**config.mk**
```make
export PLATFORM = sky130hd
export DESIGN_NAME = maxpool_engine
export DESIGN_NICKNAME = d
export VERILOG_FILES = /design/src/rtl/fa_pkg.sv /design/src/rtl/max_reduce.sv /design/src/rtl/maxpool_engine.sv
export SDC_FILE = /design/constraint.sdc
export NUM_CORES = 1
export LEC_CHECK = 0
export ABC_AREA = 1
export CORE_AREA = 2 2 91 93
export DETAILED_ROUTE_END_ITERATION = 16
export DIE_AREA = 0 0 93 95
export SKIP_LAST_GASP = 1
export SLEW_MARGIN = 20
export SYNTH_ARGS = -nofsm -noshare
export SYNTH_HDL_FRONTEND = slang
export SYNTH_SLANG_ARGS = --single-unit
```
**constraint.sdc**
```tcl
create_clock -name clk -period 3 [get_ports clk]
set_input_delay 0.75 -clock clk [delete_from_list [all_inputs] [get_ports clk]]
set_output_delay 0.75 -clock clk [all_outputs]
set_load 0.01 [all_outputs]
```
**src/rtl/fa_pkg.sv**
```systemverilog
// Shared definitions for the accelerator's execution units: op codes, datapath
// widths and the max-pool engine's state encoding.
package fa_pkg;

   localparam logic [2:0] OP_IDLE         = 3'd0;
   localparam logic [2:0] OP_CONV1X1      = 3'd1;
   localparam logic [2:0] OP_CONV3X3      = 3'd2;
   localparam logic [2:0] OP_CONV_MIX     = 3'd3;
   localparam logic [2:0] OP_MAXPOOL3X3   = 3'd4;
   localparam logic [2:0] OP_AVEPOOL13X13 = 3'd5;

   localparam int FA_DATA_W = 16;
   localparam int FA_N_PAR  = 16;
   localparam int MP_KERNEL = 9;

   typedef enum logic [1:0] {
      MP_IDLE  = 2'd0,
      MP_READ  = 2'd1,
      MP_WRITE = 2'd2,
      MP_DONE  = 2'd3
   } mp_state_t;

endpackage

```
**src/rtl/max_reduce.sv**
```systemverilog
// Signed running-max accumulator: clear to most-negative, load first tap,
// then keep the larger of accumulator and incoming word.
module max_reduce #(
   parameter int W = 16
) (
   input  logic         clk,
   input  logic         rst_n,
   input  logic         clear,
   input  logic         load,
   input  logic         en,
   input  logic [W-1:0] din,
   output logic [W-1:0] acc
);

   localparam logic [W-1:0] MOST_NEG = {1'b1, {(W-1){1'b0}}};

   always_ff @(posedge clk or negedge rst_n) begin
      if (!rst_n) begin
         acc <= MOST_NEG;
      end else if (clear) begin
         acc <= MOST_NEG;
      end else if (load) begin
         acc <= din;
      end else if (en && ($signed(din) > $signed(acc))) begin
         acc <= din;
      end
   end

endmodule

```
**src/rtl/maxpool_engine.sv**
```systemverilog
// 3x3 max-pooling unit: pops 9-word windows from the data FIFO and pushes one
// signed maximum per window; pulses maxpool_valid after each group of LANES.
module maxpool_engine
   import fa_pkg::*;
#(
   parameter int DATA_W = FA_DATA_W,
   parameter int LANES  = FA_N_PAR,
   parameter int KERNEL = MP_KERNEL
) (
   input  logic              clk,
   input  logic              rst_n,
   input  logic              maxpool_ready,
   output logic              maxpool_valid,
   input  logic [DATA_W-1:0] data_fifo_dout,
   input  logic              data_fifo_empty,
   output logic              data_fifo_rd_en,
   output logic [DATA_W-1:0] out_fifo_din,
   output logic              out_fifo_wr_en,
   input  logic              out_fifo_full,
   output logic              busy
);

   localparam int ISS_W  = $clog2(KERNEL + 1);
   localparam int TAP_W  = $clog2(KERNEL + 1);
   localparam int LANE_W = (LANES > 1) ? $clog2(LANES) : 1;

   mp_state_t          state;
   mp_state_t          state_nxt;
   logic [ISS_W-1:0]   issued;
   logic [TAP_W-1:0]   tap_cnt;
   logic [LANE_W-1:0]  lane_cnt;
   logic               rd_pending;
   logic               win_start;
   logic               last_tap;
   logic [DATA_W-1:0]  max_acc;

   always_comb begin
      state_nxt       = state;
      win_start       = 1'b0;
      data_fifo_rd_en = 1'b0;
      out_fifo_wr_en  = 1'b0;
      out_fifo_din    = '0;
      maxpool_valid   = 1'b0;
      busy            = (state != MP_IDLE);
      last_tap        = rd_pending && (tap_cnt == TAP_W'(KERNEL - 1));
      case (state)
         MP_IDLE: begin
            if (maxpool_ready) begin
               state_nxt = MP_READ;
               win_start = 1'b1;
            end
         end
         MP_READ: begin
            // Gating on the live empty flag keeps back-to-back pops safe.
            data_fifo_rd_en = !data_fifo_empty && (issued < ISS_W'(KERNEL));
            if (last_tap) begin
               state_nxt = MP_WRITE;
            end
         end
         MP_WRITE: begin
            out_fifo_din = max_acc;
            if (!out_fifo_full) begin
               out_fifo_wr_en = 1'b1;
               if (lane_cnt == LANE_W'(LANES - 1)) begin
                  state_nxt = MP_DONE;
               end else begin
                  state_nxt = MP_READ;
                  win_start = 1'b1;
               end
            end
         end
         MP_DONE: begin
            maxpool_valid = 1'b1;
            if (maxpool_ready) begin
               state_nxt = MP_READ;
               win_start = 1'b1;
            end else begin
               state_nxt = MP_IDLE;
            end
         end
         default: state_nxt = MP_IDLE;
      endcase
   end

   always_ff @(posedge clk or negedge rst_n) begin
      if (!rst_n) begin
         state      <= MP_IDLE;
         issued     <= '0;
         tap_cnt    <= '0;
         lane_cnt   <= '0;
         rd_pending <= 1'b0;
      end else begin
         state      <= state_nxt;
         rd_pending <= data_fifo_rd_en;
         if (win_start) begin
            issued  <= '0;
            tap_cnt <= '0;
         end else begin
            if (data_fifo_rd_en) issued  <= issued + 1'b1;
            if (rd_pending)      tap_cnt <= tap_cnt + 1'b1;
         end
         if (state == MP_DONE || state == MP_IDLE) begin
            lane_cnt <= '0;
         end else if (out_fifo_wr_en) begin
            lane_cnt <= lane_cnt + 1'b1;
         end
      end
   end

   // Tap 0 loads straight in so the clear value never takes part in a compare.
   max_reduce #(.W(DATA_W)) u_max_reduce (
      .clk   (clk),
      .rst_n (rst_n),
      .clear (win_start),
      .load  (rd_pending && (tap_cnt == '0)),
      .en    (rd_pending),
      .din   (data_fifo_dout),
      .acc   (max_acc)
   );

endmodule

```
==> results of run 1 <==
==> worst max-delay path by stage <==
stage,start,end,slack (ns),cells after the start
floorplan,data_fifo_dout[15],u_max_reduce.acc[10],0.81,13
CTS,state[0],out_fifo_din[15],0.12,6
detailed placement,data_fifo_dout[11],u_max_reduce.acc[3],0.21,14
finish,state[0],out_fifo_din[15],0.17,6
global placement,data_fifo_empty,data_fifo_rd_en,0.22,3
global route,state[0],out_fifo_din[15],0.008,6
==> cells in the mapped netlist <==
library cell and instances:
nand2_2 1, buf_6 2, o21ai_2 1, buf_2 1, dfrtp_1 30, nand2_8 1
o21ai_0 3, or2_2 3, a31oi_1 2, xor2_1 1, nor2_2 1, nand3_1 24
clkbuf_8 3, inv_2 2, a21oi_1 11, nand2_4 2, o211ai_1 1, o22ai_1 2
nor2_1 23, ha_1 26, a211oi_1 1, o31ai_1 1, nand4_1 3, or2_1 1
nor3_2 1, nor4_1 1, buf_12 1, nor3_1 5, clkbuf_1 1, o21ai_1 1
nand2_1 85, inv_1 76, dfstp_2 1
==> sequential cells by signal, indices dropped and copies added, names as in the netlist <==
| signal | count |
|---|---|
| lane_cnt | 4 |
| u_max_reduce.acc | 16 |
| state | 2 |
| rd_pending | 1 |
| tap_cnt | 4 |
| issued | 4 |
==> worst max-delay path: stages (launching register included) <==
cell and delay, ns:
dfrtp_1 0.42, inv_1 0.15, ha_1 0.29, buf_4 0.26, nand2_1 0.08, inv_1 0.06
clkdlybuf4s50_1 0.54
==> cells in the final DEF, fill, tap and decap left out, types with 2 or more instances in the layout <==
master,n
clkbuf_8,7
buf_4,6
inv_2,2
a31oi_1,2
nand4_1,3
nor2_1,23
o21ai_0,3
nand3_1,24
o22ai_1,2
nor3_1,5
clkdlybuf4s50_1,40
or2_2,3
dfrtp_1,30
inv_1,76
a21oi_1,11
ha_1,26
nand2_1,85
nand2_4,2
==> per-stage QoR <==
step                cells  instance area, um^2  hold slack [ns]
floorplan             318                 2290            0.449
global placement      462                 2800            0.469
detailed placement    462                 2800            0.468
CTS                   470                 2900            0.484
global route          470                 2900            0.501
finish                470                 2900            0.479
==> report_power, final <==
group | internal, mW | switching (mW)
Clock | 0.209 | 0.158
Combinational | 0.570 | 0.809
Sequential | 0.583 | 0.127
Total | 1.36 | 1.09
==> cell type report <==
type	instances	area share, %
multi-input combinational	201	39.0
sequential	31	26.8
timing repair buffer	47	16.1
inverter	78	10.1
tap	105	4.53
clock buffer	8	3.45
==> routing by layer <==
metal  share of wire (%)  routed length, um  track usage, %
met5                   0                  0               0
met4                0.93                 45            3.43
met3                 5.2                250            3.19
met2                  46               2250            20.2
met1                  47               2300            15.8
==> logic make-up after synthesis <==
kind of cell	after synthesis	synth area share (%)
AOI/OAI and AO/OA	23	5.73
xor gates and xnor gates	1	0.382
adders and majority gates	26	14.2
buffers and inverters	86	16.8
DFF	31	33.9
and+or+nand+nor	151	29.0
==> out/metrics.csv, run 1 <==
stage,metric,value,unit
placed_design,port_buffers,40,
cells_and_area,drive_gt1_share,7.40,%
synthesis,ys_seq_area_share,33.9,%
job,maxCapViolCount,0,
hold_path,hold_path_depth,2,
critical_path,crit_type,reg -> out,
placed_design,dp_hpwl,3670,um
power_and_ir_drop,p_leak,1.63,nW
critical_path,required,2.25,ns
critical_path,critPathMaxFanout,16,
clock_tree,cts_setup_buffers,0,
cells_and_area,antenna_cells,0,
critical_path,cp.arrival,2.08,ns
route,totalWireLength,4850,um
die,die_h,95,um
die,die_x,93,um
synthesis,synthesis.nets,365,
global_route,grt_pass1_vias,1939,
cells_and_area,nNetsFinal,411,
synthesis,syn_inst,318,
synthesis,synth_seq_cells,31,
placed_design,dp_slack,0.206,ns
die,io_pins,41,
die,fp.dieArea,8840,um^2
route,vias,1979,
clock_tree,cts_max_level,2,
placed_design,gp_congestion,0.733,
timing,worst_clock_skew,0.0109,ns
die,coreArea,7930,um^2
clock_tree,cts_buffers,5,
power_and_ir_drop,power.total,2.46,mW
route,first_iter_violations,88,
timing,rsz0062_at_grt,false,
global_route,grt_first_pass_wirelength,8630,um
critical_path,worst_setup_path_start_kind,flip-flop,
clock_tree,holdBufCountCts,0,
synthesis,avgSynthCellArea,7.21,um^2
route,drc,0,
cells_and_area,syn2layout_area_growth,26.4,%
die,rows,33,
timing,timing.final.ws_setup,0.168,ns
timing,relSlewSlack,70.5,%
cells_and_area,fillers,845,
die,initial_core_util,28.9,%
synthesis,yosys_warnings,0,
clock_tree,cts_tree,done,
timing,worst_pin_slew,0.443,ns
route,via_per_inst,4.21,
critical_path,reg2reg_slack,0.86,ns
critical_path,r2r_start,state[0],
hold_path,hold_end,u_max_reduce.acc[15],
timing,hold_viol_final,0,
synthesis,yosysUniqueCellTypes,33,
timing,fin_crit_sh,94.4,%
cells_and_area,fin_util,36.6,%
synthesis,synthTopCellsByArea,"dfrtp_1, ha_1, nand2_1, inv_1, nand3_1",
timing,fmax,0.353,GHz
clock_tree,clk_latency,0.29,ns
route,wl_per_cell,10.3,um
clock_tree,cts_root_buf,clkbuf_8,
global_route,grt_overflow,0,
power_and_ir_drop,powerDensity,848,nW/um^2
clock_tree,clock-sinks,31,
synthesis,syn_area,2290,um^2
power_and_ir_drop,max-vdd-ir-drop,398,uV
cells_and_area,register_area,777,um^2
route,drtAntennaViolNets,0,
timing,tns,0,ns
hold_path,hold_class,reg -> reg,
critical_path,end_kind,primary output,
clock_tree,cts.clk_slew.worst_paths,0.06,ns
timing,slew_violations,0,
clock_tree,cts_buffer_depth,2,
timing,fin_crit,2.83,ns
synthesis,synth.largest_area_cell,dfrtp_1,
status,status,"complete, no violations",
hold_path,holdCritStartpoint,u_max_reduce.acc[15],
cells_and_area,multi_input_area,1130,um^2
route,first_pass_iters,4,
critical_path,worstReg2RegEnd,u_max_reduce.acc[13],
synthesis,netlist.area_leader.share,32.7,%
global_route,grt_max_degree,32,
timing,finalSetupViolations,0,
global_route,track_usage,12.2,%
global_route,antenna_found_initial,0,
clock_tree,postCtsResizedCells,0,
critical_path,r2r_cells,11,
No activity file was read; power rests on OpenSTA's default activity.
==> run 2: changes to the inputs <==
- RECOVER_POWER: not set -> 50
==> run 2 against run 1 <==
Largest power group unchanged. Global-route usage unchanged. Worst hold slack about the same. The run now ends with max-capacitance violations, max-slew violations left. Largest cell class unchanged. Sequential share of layout area up 0.10 points. Sequential power about the same. Total power down 0.29%.
==> out/metrics.csv, run 2 (synthesis results as in run 1) <==
stage,metric,value,unit,change
die,die_h,95,um,unchanged
power_and_ir_drop,combinationalPowerShare,56.0,%,about the same
cells_and_area,multi_input_area,1130,um^2,unchanged
critical_path,critPathMaxFanout,5,,-11
critical_path,path_buf_inv,4,,unchanged
global_route,grt_overflow,0,,unchanged
die,initial_core_util,28.9,%,unchanged
hold_path,hold_class,reg -> reg,,
clock_tree,clock-sinks,31,,unchanged
clock_tree,cts.clk_slew.worst_paths,0.06,ns,about the same
global_route,grt_max_degree,32,,unchanged
power_and_ir_drop,max-vdd-ir-drop,398,uV,about the same
cells_and_area,largest_reg_flops,16,,unchanged
timing,worst_clock_skew,0.0113,ns,+0.000365 ns
global_route,track_usage,12.2,%,unchanged
critical_path,crit_start,out_fifo_full,,
timing,hold_viol_final,0,,unchanged
critical_path,required,2.25,ns,about the same
critical_path,cp_cell_sequence,dlygate4sd3_1 -> inv_1 -> nand2_4 -> inv_1 -> clkdlybuf4s50_1,,
cells_and_area,largest_register,u_max_reduce.acc,,
die,coreArea,7930,um^2,unchanged
power_and_ir_drop,power_frac_clock,15.0,%,about the same
timing,fmax,0.347,GHz,-1.9%
cells_and_area,fin_util,36.4,%,-0.14 points
clock_tree,cts_tree,done,,
cells_and_area,postLayoutCellArea,2890,um^2,-0.39%
timing,fin_crit_sh,96.2,%,+1.8 points
status,violations,"max-capacitance violations, max-slew violations",,
route,drc,0,,unchanged
die,die_x,93,um,unchanged
timing,finalSetupViolations,0,,unchanged
clock_tree,cts_max_level,2,,unchanged
cells_and_area,syn2layout_area_growth,25.9,%,
global_route,antenna_found_initial,0,,unchanged
route,totalWireLength,4870,um,+0.45%
global_route,grt_pass1_vias,1939,,unchanged
clock_tree,postCtsResizedCells,0,,unchanged
clock_tree,clk_latency,0.29,ns,about the same
critical_path,worst_setup_path_start_kind,input pin,,
clock_tree,cts_buffers,5,,unchanged
timing,tns,0,ns,unchanged
timing,worst_pin_slew,1.73,ns,+1.28 ns
critical_path,cp.arrival,2.14,ns,+0.06 ns
cells_and_area,nNetsFinal,411,,unchanged
route,via_per_inst,4.25,,+0.91%
critical_path,cpPeakStageDelay,0.55,ns,about the same
clock_tree,cts_root_buf,clkbuf_8,,
route,drtAntennaViolNets,0,,unchanged
route,first_iter_violations,95,,+8.0%
clock_tree,cts_setup_buffers,0,,unchanged
power_and_ir_drop,power.total,2.45,mW,-0.29%
clock_tree,cts_buffer_depth,2,,unchanged
cells_and_area,final_cell_mix,"nand2_1, inv_1, clkdlybuf4s50_1, dfrtp_1, ha_1",,
cells_and_area,fillers,849,,+0.47%
placed_design,dpl-instance-area,2800,um^2,unchanged
timing,timing.final.ws_setup,0.114,ns,-0.0539 ns
status,status,"complete, but fails checks",,
cells_and_area,antenna_cells,0,,unchanged
critical_path,crit_top_cell,inv_1,,
route,vias,1997,,+0.91%
critical_path,crit_family,buffers and inverters,,
clock_tree,holdBufCountCts,0,,unchanged
placed_design,dp_slack,0.206,ns,unchanged
cells_and_area,register_area,777,um^2,unchanged
power_and_ir_drop,switching_share,44.7,%,+0.20 points
timing,fin_crit,2.89,ns,+0.0539 ns
die,rows,33,,unchanged
critical_path,crit_type,in -> out,,
timing,relSlewSlack,-15.0,%,-85 points
die,io_pins,41,,unchanged
die,fp.dieArea,8840,um^2,unchanged
critical_path,worst_path_max_delay_cell,dlygate4sd3_1,,
timing,rsz0062_at_grt,false,,
timing,slew_violations,32,,+32
route,first_pass_iters,4,,unchanged
critical_path,end_kind,primary output,,
power_and_ir_drop,p_int,1.35,mW,-0.66%
cells_and_area,drive_gt1_share,6.58,%,-0.82 points
global_route,grt_first_pass_wirelength,8630,um,unchanged
critical_path,r2r_start,state[0],,
power_and_ir_drop,seqPwrFrac,29.0,%,about the same
hold_path,holdCritStartpoint,u_max_reduce.acc[15],,
power_and_ir_drop,powerDensity,849,nW/um^2,about the same
route,wl_per_cell,10.4,um,+0.45%
power_and_ir_drop,p_leak,1.62,nW,-0.69%
job,maxCapViolCount,1,,+1
placed_design,dp_hpwl,3670,um,unchanged
placed_design,gp_congestion,0.733,,unchanged
power_and_ir_drop,power.switching,1.10,mW,+0.16%
placed_design,port_buffers,40,,unchanged
cells_and_area,final_common_cell,nand2_1,,
run 2: layout make-up:
| class | count | share of cell area (%) |
|---|---|---|
| well taps | 105 | 4.55 |
| repair buffers | 47 | 15.7 |
| multi-input cells | 201 | 39.2 |
| inverters | 78 | 10.1 |
| clock buffers | 8 | 3.47 |
| flip-flops and latches | 31 | 26.9 |
run 2: final timing paths:
check / to / slack, ns / depth (start not counted)
setup / recovery: out_fifo_wr_en / 0.11 / 5
hold reg to reg: u_max_reduce.acc[15] / 0.48 / 2
min in group asynchronous: u_max_reduce.acc[2] / 1.45 / 2
max in group asynchronous: issued[1] / 0.55 / 2
setup reg to reg: issued[1] / 0.50 / 10
hold / removal: u_max_reduce.acc[15] / 0.48 / 2
run 2: stage by stage:
step,instances,hold slack [ns]
2_1_floorplan,318,0.449
3_3_place_gp,462,0.469
3_5_place_dp,462,0.468
4_1_cts,470,0.484
5_1_grt,470,0.501
6_report,470,0.479
run 2: worst min-delay path: cells and delay by family, from the launching register on:
kind / cells / cell delay (ns)
flops: 1 / 0.38
simple gates: 2 / 0.11
run 2: routing by layer:
metal | up-vias | track usage [%] | share of wire [%]
met5 | - | 0 | 0
li1 | 1053 | - | -
met3 | 4 | 3.19 | 5.4
met4 | 0 | 3.43 | 0.92
met2 | 44 | 20.2 | 46
met1 | 896 | 15.8 | 47
run 2: power by group through the flow:
| stage | Combinational [mW] | Clock, mW | Sequential (mW) |
|---|---|---|---|
| after detailed placement | 1.40 | 0 | 0.718 |
| after CTS | 1.41 | 0.384 | 0.711 |
| after global placement | 1.38 | 0 | 0.716 |
| after floorplan | 1.08 | 0 | 0.683 |
| after global routing | 1.60 | 0.398 | 0.737 |
| final | 1.37 | 0.367 | 0.711 |
==> run 3: changes to the inputs <==
- CORE_AREA: 2 2 91 93 -> 4 4 93 95
- DIE_AREA: 0 0 93 95 -> 0 0 97 99
- MAX_ROUTING_LAYER: not set -> met4
- TNS_END_PERCENT: not set -> 50
==> run 3 against run 2 <==
The flow still finishes with violations (max-capacitance violations, max-slew violations). Final cell count fell by 0.64%. Via count grew 1.4%. Worst setup slack worse by 0.0019 ns. Highest routed layer unchanged. Clock power is 15% lower.
==> out/metrics.csv, run 3 (synthesis results as in run 1) <==
stage,metric,value,unit,change
global_route,grt_first_pass_wirelength,8990,um,+4.2%
cells_and_area,finalNonFillerCells,467,,-0.64%
clock_tree,cts_setup_buffers,0,,unchanged
critical_path,required,2.25,ns,about the same
timing,slew_violations,32,,unchanged
route,first_pass_iters,4,,unchanged
clock_tree,holdBufCountCts,0,,unchanged
critical_path,crit_family,buffers and inverters,,
global_route,grt_max_degree,32,,unchanged
cells_and_area,syn2layout_area_growth,24.5,%,
route,drc,0,,unchanged
timing,hold_viol_final,0,,unchanged
job,maxCapViolCount,1,,unchanged
clock_tree,cts_tree,done,,
critical_path,worst_path_max_delay_cell,dlygate4sd3_1,,
timing,relSlewSlack,-17.5,%,-2.5 points
die,io_pins,41,,unchanged
timing,tns,0,ns,unchanged
power_and_ir_drop,combinationalPowerShare,57.1,%,+1.1 points
global_route,grt_overflow,0,,unchanged
critical_path,critPathMaxFanout,5,,unchanged
global_route,met3_usage,3.11,%,-0.078 points
route,vias,2024,,+1.4%
placed_design,dp_cells,459,,-0.65%
die,coreArea,7730,um^2,-2.5%
timing,fin_crit_sh,96.3,%,about the same
route,totalWireLength,5090,um,+4.6%
cells_and_area,fillers,812,,-4.4%
status,violations,"max-capacitance violations, max-slew violations",,
timing,finalSetupViolations,0,,unchanged
die,die_h,99,um,+4.2%
power_and_ir_drop,max-vdd-ir-drop,508,uV,+28%
global_route,grt_use_met1,14.1,%,-1.7 points
clock_tree,cts.clk_slew.worst_paths,0.06,ns,about the same
route,via_per_inst,4.33,,+2.0%
die,die_x,97,um,+4.3%
critical_path,cpPeakStageDelay,0.55,ns,about the same
timing,rsz0062_at_grt,false,,
cells_and_area,drive_gt1_share,6.30,%,-0.27 points
critical_path,worst_setup_path_start_kind,input pin,,
power_and_ir_drop,p_leak,1.61,nW,-0.68%
clock_tree,cts_root_buf,clkbuf_8,,
hold_path,hold_class,reg -> reg,,
timing,fin_crit,2.89,ns,+0.00189 ns
critical_path,cp.arrival,2.14,ns,about the same
critical_path,crit_top_cell,inv_1,,
critical_path,cp_cell_sequence,dlygate4sd3_1 -> inv_1 -> nand2_4 -> inv_1 -> clkdlybuf4s50_1,,
die,rows,32,,-3.0%
clock_tree,clk_latency,0.27,ns,-0.02 ns
cells_and_area,multi_input_area,1130,um^2,-0.22%
clock_tree,cts_buffers,5,,unchanged
power_and_ir_drop,seqPwrFrac,29.9,%,+0.9 points
global_route,track_usage,11.5,%,-0.71 points
timing,fmax,0.346,GHz,about the same
cells_and_area,largest_register,u_max_reduce.acc,,
power_and_ir_drop,switching_share,45.7,%,+1.0 points
power_and_ir_drop,power.switching,1.09,mW,-0.47%
global_route,grt_pass1_vias,2047,,+5.6%
power_and_ir_drop,power.total,2.39,mW,-2.6%
cells_and_area,final_common_cell,nand2_1,,
global_route,grt.busiest_layer,met2,,
global_route,use_met2,19.1,%,-1.1 points
cells_and_area,nNetsFinal,411,,unchanged
cells_and_area,antenna_cells,0,,unchanged
route,first_iter_violations,90,,-5.3%
power_and_ir_drop,power_frac_clock,13.0,%,-2.0 points
timing,worst_clock_skew,0.00542,ns,-0.00583 ns
placed_design,gp_congestion,0.811,,+11%
timing,worst_pin_slew,1.76,ns,+0.0380 ns
status,status,"complete, but fails checks",,
die,fp.dieArea,9600,um^2,+8.7%
die,initial_core_util,29.7,%,+0.75 points
critical_path,path_buf_inv,4,,unchanged
power_and_ir_drop,powerDensity,835,nW/um^2,-1.6%
critical_path,crit_type,in -> out,,
clock_tree,cts_max_level,2,,unchanged
placed_design,dp_hpwl,3920,um,+6.7%
cells_and_area,largest_reg_flops,16,,unchanged
critical_path,end_kind,primary output,,
placed_design,port_buffers,40,,unchanged
clock_tree,cts_buffer_depth,2,,unchanged
route,wl_per_cell,10.9,um,+5.3%
power_and_ir_drop,p_int,1.29,mW,-4.4%
route,drtAntennaViolNets,0,,unchanged
cells_and_area,register_area,777,um^2,unchanged
cells_and_area,final_cell_mix,"nand2_1, inv_1, clkdlybuf4s50_1, dfrtp_1, ha_1",,
global_route,antenna_found_initial,0,,unchanged
clock_tree,clock-sinks,31,,unchanged
[run 3: cell count changes in the layout (fill, tap and decap cells not counted)]
cell      change
clkinv_2      +1
nand2_1       +1
clkbuf_8      -2
buf_4         +1
buf_6         +1
buf_12        -1
nand2_2       -1
[run 3: metrics by stage]
stage	setup slack [ns]	util (%)	instance area (um^2)	hold slack [ns]
after floorplan	0.814	-	2290	0.449
after global placement	0.195	36.0	2780	0.463
after detailed placement	0.131	36.0	2780	0.478
after CTS	0.149	37.0	2860	0.486
after global routing	0.0348	37.0	2860	0.527
final	0.112	37.0	2860	0.486
[run 3: repair_timing]
item	4_1_cts	5_1_grt
endpoints found under the setup margin	0	1
resized for setup	0	1
endpoints found under the hold margin	0	0
[run 3: worst paths after layout]
| kind | from | to | slack [ns] | cells after the start |
|---|---|---|---|---|
| setup / recovery | out_fifo_full | out_fifo_wr_en | 0.11 | 5 |
| hold / removal | u_max_reduce.acc[15] | u_max_reduce.acc[15] | 0.49 | 2 |
| setup reg to reg | u_max_reduce.acc[15] | u_max_reduce.acc[8] | 0.80 | 13 |
| hold reg to reg | u_max_reduce.acc[15] | u_max_reduce.acc[15] | 0.49 | 2 |
| max in group asynchronous | rst_n | tap_cnt[2] | 0.51 | 2 |
| min in group asynchronous | rst_n | lane_cnt[0] | 1.48 | 2 |
[run 3: tightest hold or removal path, cell delays in order (launching register included)]
cell	delay (ns)
dfstp_2	0.38
nand2_1	0.06
nand2_1	0.05
[run 3: area by class of cell]
| cell class | count | area share, % |
|---|---|---|
| Tap cell | 102 | 4.47 |
| Timing Repair Buffer | 47 | 15.7 |
| Clock inverter | 1 | 0.175 |
| Clock buffer | 7 | 2.67 |
| Multi-Input combinational cell | 201 | 39.5 |
| Inverter | 78 | 10.2 |
| Sequential cell | 31 | 27.2 |
[run 3: power by group through the flow]
| stage | Clock, mW | Combinational (mW) | Sequential (mW) |
|---|---|---|---|
| 2_1_floorplan | 0 | 1.08 | 0.683 |
| 3_3_place_gp | 0 | 1.35 | 0.718 |
| 3_5_place_dp | 0 | 1.38 | 0.721 |
| 4_1_cts | 0.325 | 1.39 | 0.714 |
| 5_1_grt | 0.346 | 1.59 | 0.741 |
| 6_report | 0.311 | 1.36 | 0.714 |
[run 3: layer usage]
layer / wire length, um / vias to the layer above
met5: 0 / -
met4: 47 / 0
met3: 253 / 6
met2: 2370 / 43
met1: 2420 / 918
li1: - / 1057
==> variant: new RTL, flow settings as in run 1 <==
The 4 states of `mp_state_t` get a one-hot encoding in 4 bits.
--- a/src/rtl/fa_pkg.sv
+++ b/src/rtl/fa_pkg.sv
@@ -14,9 +14,9 @@
    localparam int MP_KERNEL = 9;
 
-   typedef enum logic [1:0] {
-      MP_IDLE  = 2'd0,
-      MP_READ  = 2'd1,
-      MP_WRITE = 2'd2,
-      MP_DONE  = 2'd3
+   typedef enum logic [3:0] {
+      MP_IDLE  = 4'b0001,
+      MP_READ  = 4'b0010,
+      MP_WRITE = 4'b0100,
+      MP_DONE  = 4'b1000
    } mp_state_t;
 
Function: no difference found for any inputs over 10 cycles, from zero or initial values and one cycle with rst_n low; not proved beyond that.
==> variant against run 1 <==
  * Setup slack improved by 8.9 ps
  * Non-clock buffer count unchanged
  * Area after synthesis is 6.7% lower
  * Sequential share of layout area up 3.3 points
  * Design area fell by 5.0%
  * Routed wire length grew 0.91%
  * Sequential cell count rose by 2
  * Total power shrank 28%
  * Critical path type is now input pin to output pin
==> variant: results (changes against run 1) <==
status = complete, no violations
Crit path max-delay family = buffers and inverters
worst-margin pin slew = 509.9 ps (+67.17 ps)
Fin Clk Skew = 8.365 ps (-2.527 ps)
nets = 365 (-11%)
syn nets = 320 (-12%)
Worst-path clk slew = 60 ps (about the same)
R2R setup slack = 780 ps (-80 ps)
Max VDD drop = 0.3111 mV (-22%)
drt total wl = 4.890 mm (+0.91%)
worst hold slack = 501.5 ps (+22.42 ps)
Fill cells = 842 (-0.36%)
placed cells = 421 (-8.9%)
Distinct cells, synth = 32 (-3.0%)
share of cells above drive strength 1 = 0.07407 (+0.0001015)
Post-DP Area = 2670 sq um (-4.6%)
post-synthesis adder-cell area fraction = 0.1227 (-0.01911)
largest net degree at the start of global routing = 34 (+6.3%)
Avg Inst Size Synth = 7.701 sq um (+6.8%)
global-route wire length before repair = 8.480 mm (-1.7%)
CP max stage delay = 560 ps (+20 ps)
Setup WS pre-CTS = 141.8 ps (-63.93 ps)
R2R cell count = 13 (+2)
top post-synthesis cells by area = dfrtp_1, ha_1, nand2_1, inv_1, nand3_1
Synth Area in XOR/XNOR = 0.008182 (+0.004363)
Worst Hold Path Cells = 1 (-1)
GRT Total Usage = 0.1229 (+0.0008659)
Max FO, Critical Path = 5 (-11)
DP HPWL = 3.757 mm (+2.3%)
compound-cell area share of the yosys netlist = 0.05961 (+0.002331)
Final min period = 2823 ps (-8.893 ps)
RD Place Congestion = 0.7684 (+4.8%)
Leak = 1.325 nW (-19%)
DR iter-0 viols = 89 (+1.1%)
-- variant: cell types whose count changed in the layout (fill, tap and decap cells not counted), moves of 2 or more --
| cell | before | now |
|---|---|---|
| inv_1 | 76 | 46 |
| nand2_1 | 85 | 57 |
| nand4_1 | 3 | 20 |
| nor2_1 | 23 | 30 |
| ha_1 | 26 | 21 |
| nand3_1 | 24 | 27 |
| nor3_1 | 5 | 2 |
| or2_2 | 3 | 0 |
| clkbuf_8 | 7 | 5 |
| clkinv_2 | 0 | 2 |
-- variant: layout make-up --
class / count / area [sq um] / area share
well taps: 105 / 131.4 / 0.04773
inverters: 47 / 176.4 / 0.06409
clock buffers: 6 / 72.57 / 0.02636
clock inverters: 2 / 10.01 / 0.003636
multi-input cells: 189 / 1081 / 0.3927
repair buffers: 47 / 452.9 / 0.1645
flip-flops and latches: 33 / 828.3 / 0.3009
-- variant: worst paths after layout --
path,end,startpoint
hold / removal,lane_cnt[0],lane_cnt[0]
min in group asynchronous,u_max_reduce.acc[8],rst_n
hold reg to reg,lane_cnt[0],lane_cnt[0]
max in group asynchronous,state[0],rst_n
setup reg to reg,u_max_reduce.acc[10],u_max_reduce.acc[15]
setup / recovery,data_fifo_rd_en,data_fifo_empty
-- variant: per-layer routing --
| metal | wire (microns) | share of wire | GRT usage |
|---|---|---|---|
| met1 | 2280 | 0.47 | 0.1558 |
| met2 | 2330 | 0.48 | 0.2065 |
| met3 | 207 | 0.042 | 0.02713 |
| met4 | 72 | 0.015 | 0.04412 |
| met5 | 0 | 0 | 0 |
-- variant: where the power goes --
part | switching, mW | internal (mW) | total [mW]
combinational | 0.484 | 0.309 | 0.792
sequential | 0.0788 | 0.568 | 0.647
clock | 0.162 | 0.161 | 0.323
